===== src/rtl/delay_sweep_scheduler_if.sv =====
`timescale 1ns/1ps
`default_nettype none
// ============================================================================
// Module   : delay_sweep_scheduler_if
// Purpose  : Scheduler <-> delay core bus (delay values, load strobes, feedback)
// Revision : 1.0 - initial release
// ============================================================================
interface delay_sweep_scheduler_if #(
  parameter int COARSE_W = 32,
  parameter int FINE_W   = 16
);
  logic [COARSE_W-1:0] coarse_delay;
  logic                coarse_update;
  logic [FINE_W-1:0]   fine_delay_ps;
  logic                fine_update;
  logic                trigger_pulse;
  logic                mmcm_locked;

  modport master (
    output coarse_delay,
    output coarse_update,
    output fine_delay_ps,
    output fine_update,
    input  trigger_pulse,
    input  mmcm_locked
  );

  modport slave (
    input  coarse_delay,
    input  coarse_update,
    input  fine_delay_ps,
    input  fine_update,
    output trigger_pulse,
    output mmcm_locked
  );
endinterface
`default_nettype wire


===== src/rtl/delay_sweep_scheduler.sv =====
`timescale 1ns/1ps
`default_nettype none
// ============================================================================
// Module   : delay_sweep_scheduler
// Purpose  : 2-D coarse/fine delay sweep, fine inner loop, N triggers per point
// Revision : 1.0 - initial release
// ============================================================================
module delay_sweep_scheduler #(
  parameter int COARSE_W      = 32,
  parameter int FINE_W        = 16,
  parameter int SHOT_W        = 16,
  parameter int SETTLE_CYCLES = 64
) (
  input  wire logic                clk,
  input  wire logic                rst,
  input  wire logic                start,
  input  wire logic                abort,
  input  wire logic [COARSE_W-1:0] cfg_coarse_start,
  input  wire logic [COARSE_W-1:0] cfg_coarse_stop,
  input  wire logic [COARSE_W-1:0] cfg_coarse_step,
  input  wire logic [FINE_W-1:0]   cfg_fine_start,
  input  wire logic [FINE_W-1:0]   cfg_fine_stop,
  input  wire logic [FINE_W-1:0]   cfg_fine_step,
  input  wire logic [SHOT_W-1:0]   cfg_shots,
  delay_sweep_scheduler_if.master  dly,
  output logic                     busy,
  output logic                     done,
  output logic [31:0]              point_index,
  output logic [SHOT_W-1:0]        shot_count
);

  localparam int c_SETTLE_W = (SETTLE_CYCLES > 1) ? $clog2(SETTLE_CYCLES) : 1;
  localparam logic [c_SETTLE_W-1:0] c_SETTLE_LAST = c_SETTLE_W'(SETTLE_CYCLES - 1);

  typedef enum logic [2:0] {
    ST_IDLE      = 3'd0,
    ST_LOAD      = 3'd1,
    ST_SETTLE    = 3'd2,
    ST_WAIT_LOCK = 3'd3,
    ST_ARMED     = 3'd4,
    ST_ADVANCE   = 3'd5
  } state_t;

  state_t r_state;

  // Shadow copy of the grid, frozen at start so cfg_* may change mid-sweep.
  logic [COARSE_W-1:0] r_cfg_coarse_start;
  logic [COARSE_W-1:0] r_cfg_coarse_stop;
  logic [COARSE_W-1:0] r_cfg_coarse_step;
  logic [FINE_W-1:0]   r_cfg_fine_start;
  logic [FINE_W-1:0]   r_cfg_fine_stop;
  logic [FINE_W-1:0]   r_cfg_fine_step;
  logic [SHOT_W-1:0]   r_cfg_shots;

  logic [COARSE_W-1:0]   r_cur_coarse;
  logic [FINE_W-1:0]     r_cur_fine;
  logic [c_SETTLE_W-1:0] r_settle;

  logic [COARSE_W-1:0] r_coarse_delay;
  logic [FINE_W-1:0]   r_fine_delay_ps;
  logic                r_coarse_update;
  logic                r_fine_update;
  logic                r_busy;
  logic                r_done;
  logic [31:0]         r_point_index;
  logic [SHOT_W-1:0]   r_shot_count;

  logic [SHOT_W-1:0]   w_shot_target;
  logic [SHOT_W-1:0]   w_shot_inc;
  logic [FINE_W:0]     w_next_fine;
  logic [COARSE_W:0]   w_next_coarse;
  logic                w_fine_adv;
  logic                w_coarse_adv;

  assign w_shot_target = (r_cfg_shots == '0) ? SHOT_W'(1) : r_cfg_shots;
  assign w_shot_inc    = r_shot_count + 1'b1;

  // One extra bit catches wrap-around so an overflowing step ends the axis.
  assign w_next_fine   = {1'b0, r_cur_fine} + {1'b0, r_cfg_fine_step};
  assign w_next_coarse = {1'b0, r_cur_coarse} + {1'b0, r_cfg_coarse_step};

  assign w_fine_adv   = (r_cfg_fine_step != '0) && !w_next_fine[FINE_W] &&
                        (w_next_fine[FINE_W-1:0] <= r_cfg_fine_stop);
  assign w_coarse_adv = (r_cfg_coarse_step != '0) && !w_next_coarse[COARSE_W] &&
                        (w_next_coarse[COARSE_W-1:0] <= r_cfg_coarse_stop);

  always_ff @(posedge clk or posedge rst) begin
    if (rst) begin
      r_state            <= ST_IDLE;
      r_cfg_coarse_start <= '0;
      r_cfg_coarse_stop  <= '0;
      r_cfg_coarse_step  <= '0;
      r_cfg_fine_start   <= '0;
      r_cfg_fine_stop    <= '0;
      r_cfg_fine_step    <= '0;
      r_cfg_shots        <= '0;
      r_cur_coarse       <= '0;
      r_cur_fine         <= '0;
      r_settle           <= '0;
      r_coarse_delay     <= '0;
      r_fine_delay_ps    <= '0;
      r_coarse_update    <= 1'b0;
      r_fine_update      <= 1'b0;
      r_busy             <= 1'b0;
      r_done             <= 1'b0;
      r_point_index      <= '0;
      r_shot_count       <= '0;
    end else begin
      r_coarse_update <= 1'b0;
      r_fine_update   <= 1'b0;
      r_done          <= 1'b0;

      // Abort outranks everything else that could happen in the same cycle.
      if ((r_state != ST_IDLE) && abort) begin
        r_state <= ST_IDLE;
        r_busy  <= 1'b0;
      end else begin
        case (r_state)
          ST_IDLE: begin
            if (start) begin
              r_cfg_coarse_start <= cfg_coarse_start;
              r_cfg_coarse_stop  <= cfg_coarse_stop;
              r_cfg_coarse_step  <= cfg_coarse_step;
              r_cfg_fine_start   <= cfg_fine_start;
              r_cfg_fine_stop    <= cfg_fine_stop;
              r_cfg_fine_step    <= cfg_fine_step;
              r_cfg_shots        <= cfg_shots;
              r_cur_coarse       <= cfg_coarse_start;
              r_cur_fine         <= cfg_fine_start;
              r_point_index      <= '0;
              r_busy             <= 1'b1;
              r_state            <= ST_LOAD;
            end
          end

          ST_LOAD: begin
            r_coarse_delay  <= r_cur_coarse;
            r_fine_delay_ps <= r_cur_fine;
            r_coarse_update <= 1'b1;
            r_fine_update   <= 1'b1;
            r_shot_count    <= '0;
            r_settle        <= '0;
            r_state         <= ST_SETTLE;
          end

          ST_SETTLE: begin
            if (r_settle == c_SETTLE_LAST) begin
              r_state <= ST_WAIT_LOCK;
            end else begin
              r_settle <= r_settle + 1'b1;
            end
          end

          ST_WAIT_LOCK: begin
            if (dly.mmcm_locked) begin
              r_state <= ST_ARMED;
            end
          end

          ST_ARMED: begin
            if (dly.trigger_pulse && dly.mmcm_locked) begin
              r_shot_count <= w_shot_inc;
              if (w_shot_inc >= w_shot_target) begin
                r_state <= ST_ADVANCE;
              end
            end
          end

          ST_ADVANCE: begin
            if (w_fine_adv) begin
              r_cur_fine    <= w_next_fine[FINE_W-1:0];
              r_point_index <= r_point_index + 32'd1;
              r_state       <= ST_LOAD;
            end else begin
              r_cur_fine <= r_cfg_fine_start;
              if (w_coarse_adv) begin
                r_cur_coarse  <= w_next_coarse[COARSE_W-1:0];
                r_point_index <= r_point_index + 32'd1;
                r_state       <= ST_LOAD;
              end else begin
                r_done  <= 1'b1;
                r_busy  <= 1'b0;
                r_state <= ST_IDLE;
              end
            end
          end

          default: begin
            r_busy  <= 1'b0;
            r_state <= ST_IDLE;
          end
        endcase
      end
    end
  end

  assign dly.coarse_delay  = r_coarse_delay;
  assign dly.coarse_update = r_coarse_update;
  assign dly.fine_delay_ps = r_fine_delay_ps;
  assign dly.fine_update   = r_fine_update;
  assign busy              = r_busy;
  assign done              = r_done;
  assign point_index       = r_point_index;
  assign shot_count        = r_shot_count;

endmodule
`default_nettype wire

===== src/flat_wrapper.sv =====
// flat-port wrapper written by rule: the top's interface ports become plain ports
module delay_sweep_scheduler_flat 
#(
  parameter int COARSE_W      = 32,
  parameter int FINE_W        = 16,
  parameter int SHOT_W        = 16,
  parameter int SETTLE_CYCLES = 64
)
  (clk, rst, start, abort, cfg_coarse_start, cfg_coarse_stop, cfg_coarse_step, cfg_fine_start, cfg_fine_stop, cfg_fine_step, cfg_shots, busy, done, point_index, shot_count, dly_coarse_delay, dly_coarse_update, dly_fine_delay_ps, dly_fine_update, dly_trigger_pulse, dly_mmcm_locked);
  delay_sweep_scheduler_if #(.COARSE_W(COARSE_W), .FINE_W(FINE_W)) dly_i ();
  input  wire logic clk;
  input  wire logic rst;
  input  wire logic start;
  input  wire logic abort;
  input  wire logic [COARSE_W-1:0] cfg_coarse_start;
  input  wire logic [COARSE_W-1:0] cfg_coarse_stop;
  input  wire logic [COARSE_W-1:0] cfg_coarse_step;
  input  wire logic [FINE_W-1:0] cfg_fine_start;
  input  wire logic [FINE_W-1:0] cfg_fine_stop;
  input  wire logic [FINE_W-1:0] cfg_fine_step;
  input  wire logic [SHOT_W-1:0] cfg_shots;
  output logic busy;
  output logic done;
  output logic [31:0] point_index;
  output logic [SHOT_W-1:0] shot_count;
  output wire logic [$bits(dly_i.coarse_delay)-1:0] dly_coarse_delay;
  output wire logic [$bits(dly_i.coarse_update)-1:0] dly_coarse_update;
  output wire logic [$bits(dly_i.fine_delay_ps)-1:0] dly_fine_delay_ps;
  output wire logic [$bits(dly_i.fine_update)-1:0] dly_fine_update;
  input wire logic [$bits(dly_i.trigger_pulse)-1:0] dly_trigger_pulse;
  input wire logic [$bits(dly_i.mmcm_locked)-1:0] dly_mmcm_locked;
  assign dly_coarse_delay = dly_i.coarse_delay;
  assign dly_coarse_update = dly_i.coarse_update;
  assign dly_fine_delay_ps = dly_i.fine_delay_ps;
  assign dly_fine_update = dly_i.fine_update;
  assign dly_i.trigger_pulse = dly_trigger_pulse;
  assign dly_i.mmcm_locked = dly_mmcm_locked;
  delay_sweep_scheduler #(.COARSE_W(COARSE_W), .FINE_W(FINE_W), .SHOT_W(SHOT_W), .SETTLE_CYCLES(SETTLE_CYCLES)) u_core (.clk(clk), .rst(rst), .start(start), .abort(abort), .cfg_coarse_start(cfg_coarse_start), .cfg_coarse_stop(cfg_coarse_stop), .cfg_coarse_step(cfg_coarse_step), .cfg_fine_start(cfg_fine_start), .cfg_fine_stop(cfg_fine_stop), .cfg_fine_step(cfg_fine_step), .cfg_shots(cfg_shots), .dly(dly_i), .busy(busy), .done(done), .point_index(point_index), .shot_count(shot_count));
endmodule

===== config.mk =====
export PLATFORM = sky130hd
export DESIGN_NAME = delay_sweep_scheduler_flat
export DESIGN_NICKNAME = d
export VERILOG_FILES = /design/src/rtl/delay_sweep_scheduler_if.sv /design/src/rtl/delay_sweep_scheduler.sv /design/src/flat_wrapper.sv
export SDC_FILE = /design/constraint.sdc
export NUM_CORES = 1
export LEC_CHECK = 0
export ABC_AREA = 1
export ABC_CLOCK_PERIOD_IN_PS = 15200
export BUFFER_PORTS_ARGS = -buffer_cell sky130_fd_sc_hd__buf_2
export CORE_UTILIZATION = 40
export DETAILED_ROUTE_END_ITERATION = 6
export GPL_ROUTABILITY_DRIVEN = 0
export HOLD_SLACK_MARGIN = 0.12
export PLACE_DENSITY = 0.61
export SLEW_MARGIN = 40
export SYNTH_ARGS = -nofsm -noshare
export SYNTH_HDL_FRONTEND = slang
export SYNTH_SLANG_ARGS = --single-unit

===== constraint.sdc =====
create_clock -name clk -period 15.2 [get_ports clk]
set_input_delay 2.28 -clock clk [delete_from_list [all_inputs] [get_ports clk]]
set_output_delay 2.28 -clock clk [all_outputs]
set_load 0.005 [all_outputs]

==> results_dict.tcl, run 1 <==
set metrics [dict create \
    status "complete, no violations" \
    numPortBuffers 265 \
    rrSetupSlack_ns 10.28 \
    final_common_cell "nand2_1" \
    wl_per_cell_um 16.4 \
    p_leak_nw 10.7 \
    drcViolationCount 0 \
    cap_violations 0 \
    fmax_mhz 203 \
    grt_start_max_net_pins 121 \
    cp_max_fo 33 \
    hp-class "flip-flop to flip-flop" \
    maxSlewHeadroom 0.473 \
    drive_gt1_frac 0.143 \
    whs_path_depth 2 \
    timing.hold.ws_ns 0.470 \
    syn_inst 2326 \
    synth_ff_type "dfrtp_1" \
    synth-seq-cells 284 \
    grt_overflow_total 0 \
    synthDistinctLibCells 49 \
    vdd_drop_max_mv 0.110 \
    drv_slew 0 \
    place_ws_ns 9.99 \
    hp-start "u_core.dly.coarse_delay[16]" \
    drt_wl_total_um 51400 \
    cts.path.max_buffers 3 \
    async_flop_share 1.00 \
    startpoint_type "flip-flop" \
    yosysSeqAreaShare 0.412 \
    crit_path_end_kind "flip-flop" \
    finalCritPeriodShare 0.324 \
    rr_worst_depth 20 \
    ios 266 \
    start_util 0.409 \
    antenna_found_initial 3 \
    hpwl_um 38500 \
    critPathKind "flip-flop to flip-flop" \
    critPathTopFamily "simple AND/OR/NAND/NOR gates" \
    synth-simple-area-share 0.285 \
    cts_buffers 35 \
    clkTransAtPathRegs_ns 0.06 \
    timing.rr.start "u_core.r_cur_fine[1]" \
    setup_viol 0 \
    muxShareOfSynthArea 0 \
    post_cts_buffers 0 \
    std_cell_rows 75 \
    ys_warn_count 0 \
    worst-path-buf-inv 1 \
    max_stage_delay_ns 0.77 \
    fp.dieH_um 210 \
    final_nets 2846 \
    die-width_um 210 \
    layout_setup_ws_ns 10.28 \
    drtAntennaViolNets 0 \
    drtIter0Drc 1141 \
    power_density_nw_per_um2 237 \
    core_um2 42200 \
    cp_cell_sequence "ha_1 > nand2_1 > nand2_1 > o21ai_0 > o21ai_0 > nand3_1 > nand2_1 > xor2_1 > inv_1 > ha_1 > nand4_1 > nor2_1 > nand2_1 > nand2_1 > nand2_1 > nand2_2 > nand4_4 > nand2_2 > nand3_1 > nand2_1" \
    area_growth_pct 17.9 \
    crit_top_cell "nand2_1" \
    synth_compound_area_frac 0.106 \
    min_period_ns 4.92 \
    dr.pass1.iters 5 \
    synth_edf_count 0 \
    fin_tns_setup_ns 0 \
    synth_xor_area_frac 0.0340 \
    arrival_ns 5.39 \
    avgSynthCellArea_um2 7.42 \
    track_usage 0.237 \
    via_per_inst 5.09 \
    min_to "u_core.dly.coarse_delay[16]" \
    critPathSlowestCell "nand2_2" \
    synthesis.nets 2609 \
    tritoncts "built" \
    clock_sinks 284 \
    syn_area_um2 17300 \
    synth_top_family_by_area "simple AND/OR/NAND/NOR gates" \
    ctsResizeCount 0 \
    die_area_um2 44000 \
    synth_adder_area_share 0.0857 \
    ctsHoldBuffers 0 \
    mostFrequentLayoutCells "nand2_1, dfrtp_1, buf_2" \
    dr_total_vias 15900 \
    clk_latency_ns 0.55 \
    grt_pass1_vias 15800 \
    worstMarginPinSlew_ns 0.790 \
    grt_first_pass_wirelength_um 82900 \
    hold_viol 0 \
    root_buffer "clkbuf_16" \
    r2r-end "u_core.r_cur_coarse[25]" \
    htreeDepth 2 \
    worstPathRequired_ns 15.67 \
    finClkSkew_ns 0.0202 \
    rsz0062_at_grt "false" \
]
## layout make-up
type / instances / area [um^2]
antenna: 1 / 2.50
clock buffer: 50 / 1050
clock inverter: 13 / 249
fill: 4320 / 21900
inverter: 264 / 1010
multi-input combinational: 1705 / 8820
sequential: 284 / 7110
tap: 539 / 674
timing repair buffer: 273 / 1420
## worst min-delay path, stage by stage, from the launching register on
cell and delay, ns:
dfrtp_1 0.33, nand2_1 0.05, nand2_1 0.05
## cell usage after synthesis (all sizes together), types with 2 or more instances
cell | count | share of area
nand2 | 826 | 0.18
dfrtp | 284 | 0.41
inv | 264 | 0.057
o21ai | 180 | 0.052
nor2 | 147 | 0.035
ha | 115 | 0.083
nand3 | 103 | 0.031
a21oi | 86 | 0.025
xor2 | 50 | 0.025
nor3 | 47 | 0.014
clkbuf | 37 | 0.0081
buf | 36 | 0.011
nand4 | 24 | 0.0096
o21bai | 20 | 0.0087
o22ai | 19 | 0.0069
xnor2 | 17 | 0.0086
and2 | 13 | 0.0047
nand3b | 9 | 0.0039
nor4 | 9 | 0.0033
a21o | 8 | 0.0035
o211ai | 8 | 0.0035
or2 | 7 | 0.0025
o21a | 4 | 0.0017
a21boi | 2 | 0.00087
a22o | 2 | 0.0010
fa | 2 | 0.0023
## cell families after synthesis
group / after synthesis
and+or+nand+nor: 1187
buffers and inverters: 337
AOI/OAI and AO/OA: 334
DFF: 284
adders and majority gates: 117
xor gates and xnor gates: 67
## flip-flops by register name (all words and copies together) (netlist names)
register,count
u_core.busy,1
u_core.dly.coarse_delay,32
u_core.dly.coarse_update,1
u_core.dly.fine_delay_ps,16
u_core.done,1
u_core.point_index,32
u_core.r_cfg_coarse_step,32
u_core.r_cfg_coarse_stop,32
u_core.r_cfg_fine_start,16
u_core.r_cfg_fine_step,16
u_core.r_cfg_fine_stop,16
u_core.r_cfg_shots,16
u_core.r_cur_coarse,32
u_core.r_cur_fine,16
u_core.r_settle,6
u_core.r_state,3
u_core.shot_count,16
## metal layers
metal / part of all wire / wire length (um) / vias up / GRT usage
li1: - / - / 7944 / -
met1: 0.45 / 22900 / 7429 / 0.314
met2: 0.47 / 24000 / 452 / 0.395
met3: 0.054 / 2770 / 102 / 0.0343
met4: 0.031 / 1600 / 4 / 0.0828
met5: 0.00060 / 31 / - / 0
## worst max-delay path by stage
stage / from / slack [ns] / depth (start not counted) / endpoint
2_1_floorplan: rst / 5.08 / 1 / u_core.busy
3_3_place_gp: start / 10.07 / 9 / u_core.r_cur_coarse[25]
3_5_place_dp: start / 9.99 / 9 / u_core.r_cur_coarse[25]
4_1_cts: u_core.r_cur_fine[1] / 10.25 / 20 / u_core.r_cur_coarse[25]
5_1_grt: u_core.r_cur_coarse[0] / 9.71 / 23 / u_core.r_cur_coarse[25]
6_report: u_core.r_cur_fine[1] / 10.28 / 20 / u_core.r_cur_coarse[25]
## per-stage QoR
stage,instances,util,area (um^2),power [W]
after detailed placement,3065,0.451,19000,0.00388
after global placement,3064,0.450,19000,0.00379
after global routing,3128,0.482,20300,0.00530
after CTS,3128,0.481,20300,0.00486
final,3129,0.482,20300,0.00483
after floorplan,2326,-,17300,0.00315
## where the power goes
group	internal, W	total (W)	switching (W)
Sequential	0.00105	0.00124	0.000190
Clock	0.000602	0.000947	0.000344
Combinational	0.000923	0.00264	0.00172
Power figures use the tool's default switching activity.
==> run 2, diff against run 1 <==
--- a/config.mk
+++ b/config.mk
@@ -5,8 +5,8 @@
 export SDC_FILE = /design/constraint.sdc
 export NUM_CORES = 1
 export LEC_CHECK = 0
-export ABC_AREA = 1
-export ABC_CLOCK_PERIOD_IN_PS = 15200
+export ABC_AREA = 0
+export ABC_CLOCK_PERIOD_IN_PS = 4860
 export BUFFER_PORTS_ARGS = -buffer_cell sky130_fd_sc_hd__buf_2
 export CORE_UTILIZATION = 40
 export DETAILED_ROUTE_END_ITERATION = 6
==> constraint.sdc (replaced) <==
create_clock -name clk -period 4.86 [get_ports clk]
set_input_delay 0.729 -clock clk [delete_from_list [all_inputs] [get_ports clk]]
set_output_delay 0.729 -clock clk [all_outputs]
set_load 0.005 [all_outputs]
==> results_dict.tcl, run 2 <==
set metrics [dict create \
    status "complete, but fails checks" \
    violations "setup timing" \
    final_nets 2347 \
    cts.path.max_buffers 3 \
    wl_per_cell_um 17.8 \
    grt_overflow_total 0 \
    post-route-util 0.505 \
    yosysTopAreaCell "dfrtp_1" \
    numPortBuffers 265 \
    hp-class "input port to async pin" \
    layout_setup_ws_ns -0.0179 \
    drtIter0Drc 826 \
    clkTransAtPathRegs_ns 0.06 \
    grt.busiest_layer "met2" \
    worstPathRequired_ns 5.29 \
    met3_usage 0.0345 \
    hold_viol 0 \
    die_area_um2 41100 \
    synthesis.nets 2041 \
    fmax_mhz 205 \
    synthDistinctLibCells 73 \
    dr_total_vias 13900 \
    fp.dieH_um 203 \
    final_common_cell "nand2_1" \
    critPathKind "flip-flop to flip-flop" \
    avgSynthCellArea_um2 9.16 \
    drcViolationCount 0 \
    yosysSeqAreaShare 0.441 \
    drv_slew 0 \
    vdd_drop_max_mv 0.404 \
    ys_warn_count 0 \
    power_density_nw_per_um2 804 \
    start_util 0.406 \
    grt_util_met2 0.376 \
    worstMarginPinSlew_ns 1.01 \
    area_growth_pct 24.4 \
    crit_path_end_kind "flip-flop" \
    core_um2 39700 \
    drt_wl_total_um 46600 \
    cp_cell_sequence "ha_1 > a211oi_1 > nor2_1 > or3_1 > o21a_2 > a2111oi_4 > buf_4 > o31ai_2 > xor2_1 > ha_1 > nand4_1 > nor4_2 > nand3_1 > buf_4 > a22oi_2 > nand4b_1 > nand2_4 > buf_12 > mux2_2" \
    place_ws_ns -0.290 \
    arrival_ns 5.31 \
    synth_edf_count 0 \
    drtAntennaViolNets 0 \
    cts_buffers 34 \
    multi_input_area_um2 8680 \
    p_leak_nw 9.61 \
    n_fill_cell 3753 \
    maxSlewHeadroom 0.323 \
    die-width_um 203 \
    syn_inst 1758 \
    cp_max_fo 5 \
    finClkSkew_ns 0.0178 \
    critPathSlowestCell "dfrtp_1" \
    synth_ff_type "dfrtp_1" \
    tritoncts "built" \
    htreeDepth 2 \
    async_flop_share 1.00 \
    worst-path-buf-inv 3 \
    synth_area_leaders "dfrtp_1, nand2_1, ha_1, o21ai_0, mux2_2" \
    drive_gt1_frac 0.248 \
    clock_sinks 284 \
    grt_pass1_vias 13800 \
    max_stage_delay_ns 0.39 \
    hpwl_um 33400 \
    mostFrequentLayoutCells "nand2_1, dfrtp_1, buf_2" \
    grt_first_pass_wirelength_um 73700 \
    ys_top_cells_by_count "nand2_1, dfrtp_1, o21ai_0, ha_1, nor2_1" \
    syn_area_um2 16100 \
    antenna_found_initial 3 \
    track_usage 0.226 \
    via_per_inst 5.33 \
    synth_most_common_cell "nand2_1" \
    clk_latency_ns 0.54 \
    root_buffer "clkbuf_16" \
    rsz0062_at_grt "true" \
    finalCritPeriodShare 1.00 \
    startpoint_type "flip-flop" \
    register_area_um2 7110 \
    ios 266 \
    cap_violations 0 \
    grt_start_max_net_pins 184 \
    synth-seq-cells 284 \
    synth_top_area_frac 0.441 \
    gr-usage-met1 0.298 \
    critPathTopFamily "simple AND/OR/NAND/NOR gates" \
    setup_viol 1 \
    dr.pass1.iters 6 \
    std_cell_rows 73 \
    min_period_ns 4.88 \
]
## run 2: cell count changes after synthesis, moves of 21 or more
cell	previous run	this run
nand2_1	819	388
inv_1	252	83
nand3_1	102	30
mux2_2	0	49
xnor2_1	17	59
o21ai_0	175	140
nor2_1	140	110
nor3_1	46	18
a31oi_1	1	27
mux2i_1	0	24
xor2_1	50	27
clkbuf_1	37	58
## run 2: logic make-up after synthesis
logic type                 Yosys count  share of synthesized area
AOI/OAI and AO/OA                  367                      0.138
xor gates and xnor gates            86                     0.0468
muxes                               73                     0.0492
buffers and inverters              159                     0.0391
adders and majority gates          117                     0.0918
DFF                                284                      0.441
and+or+nand+nor                    672                      0.194
## run 2: final cells by class
cell class,instances,area share
multi-input combinational,1315,0.433
sequential,284,0.354
timing repair buffer,346,0.106
clock buffer,51,0.0512
tap,525,0.0328
inverter,83,0.0157
clock inverter,9,0.00643
antenna,2,0.000250
## run 2: timing repair
action | CTS | global route
hold buffers | 0 | 0
gates resized for setup | 18 | 48
setup buffers | 3 | 12
setup endpoints to repair | 67 | 74
cloned | 0 | 2
pin swaps | 5 | 16
## run 2: tightest hold or removal path: cells and delay by family
kind	cells	cell delay, ns
buf+inv	3	0.49
## run 2: through the flow
| step | cells | area, um^2 | TNS, ns | total power (W) | hold slack [ns] |
|---|---|---|---|---|---|
| after floorplan | 1758 | 16100 | 0 | 0.0100 | 0.445 |
| after global placement | 2535 | 18300 | -6.93 | 0.0127 | 0.456 |
| after detailed placement | 2535 | 18300 | -12.65 | 0.0129 | 0.462 |
| after CTS | 2598 | 19600 | 0 | 0.0158 | 0.355 |
| after global routing | 2615 | 20000 | -13.59 | 0.0175 | 0.315 |
| final | 2615 | 20000 | -0.0179 | 0.0161 | 0.293 |
## run 2: report_power, final
part | total, W | internal (W) | switching, W
logic | 0.00952 | 0.00423 | 0.00529
clock network | 0.00263 | 0.00162 | 0.00101
registers | 0.00398 | 0.00329 | 0.000683
## run 2: metal layers
| layer | up-vias | wire length (um) |
|---|---|---|
| li1 | 6728 | - |
| met1 | 6759 | 20700 |
| met2 | 377 | 22400 |
| met3 | 74 | 2400 |
| met4 | 2 | 1210 |
| met5 | - | 13 |
## run 2: path summary, 6_finish.rpt
check / cells after the start / slack [ns] / start / endpoint
worst max-delay path: 19 / -0.02 / u_core.r_cur_coarse[9] / u_core.r_cur_coarse[16]
worst min-delay path: 3 / 0.29 / rst / u_core.dly.coarse_delay[4]
worst max register to register: 19 / -0.02 / u_core.r_cur_coarse[9] / u_core.r_cur_coarse[16]
worst min register to register: 2 / 0.48 / u_core.r_cfg_fine_start[13] / u_core.r_cfg_fine_start[13]
max in group asynchronous: 4 / 3.77 / rst / u_core.r_cfg_coarse_step[26]
min in group clk: 3 / 0.38 / cfg_fine_step[5] / u_core.r_cfg_fine_step[5]
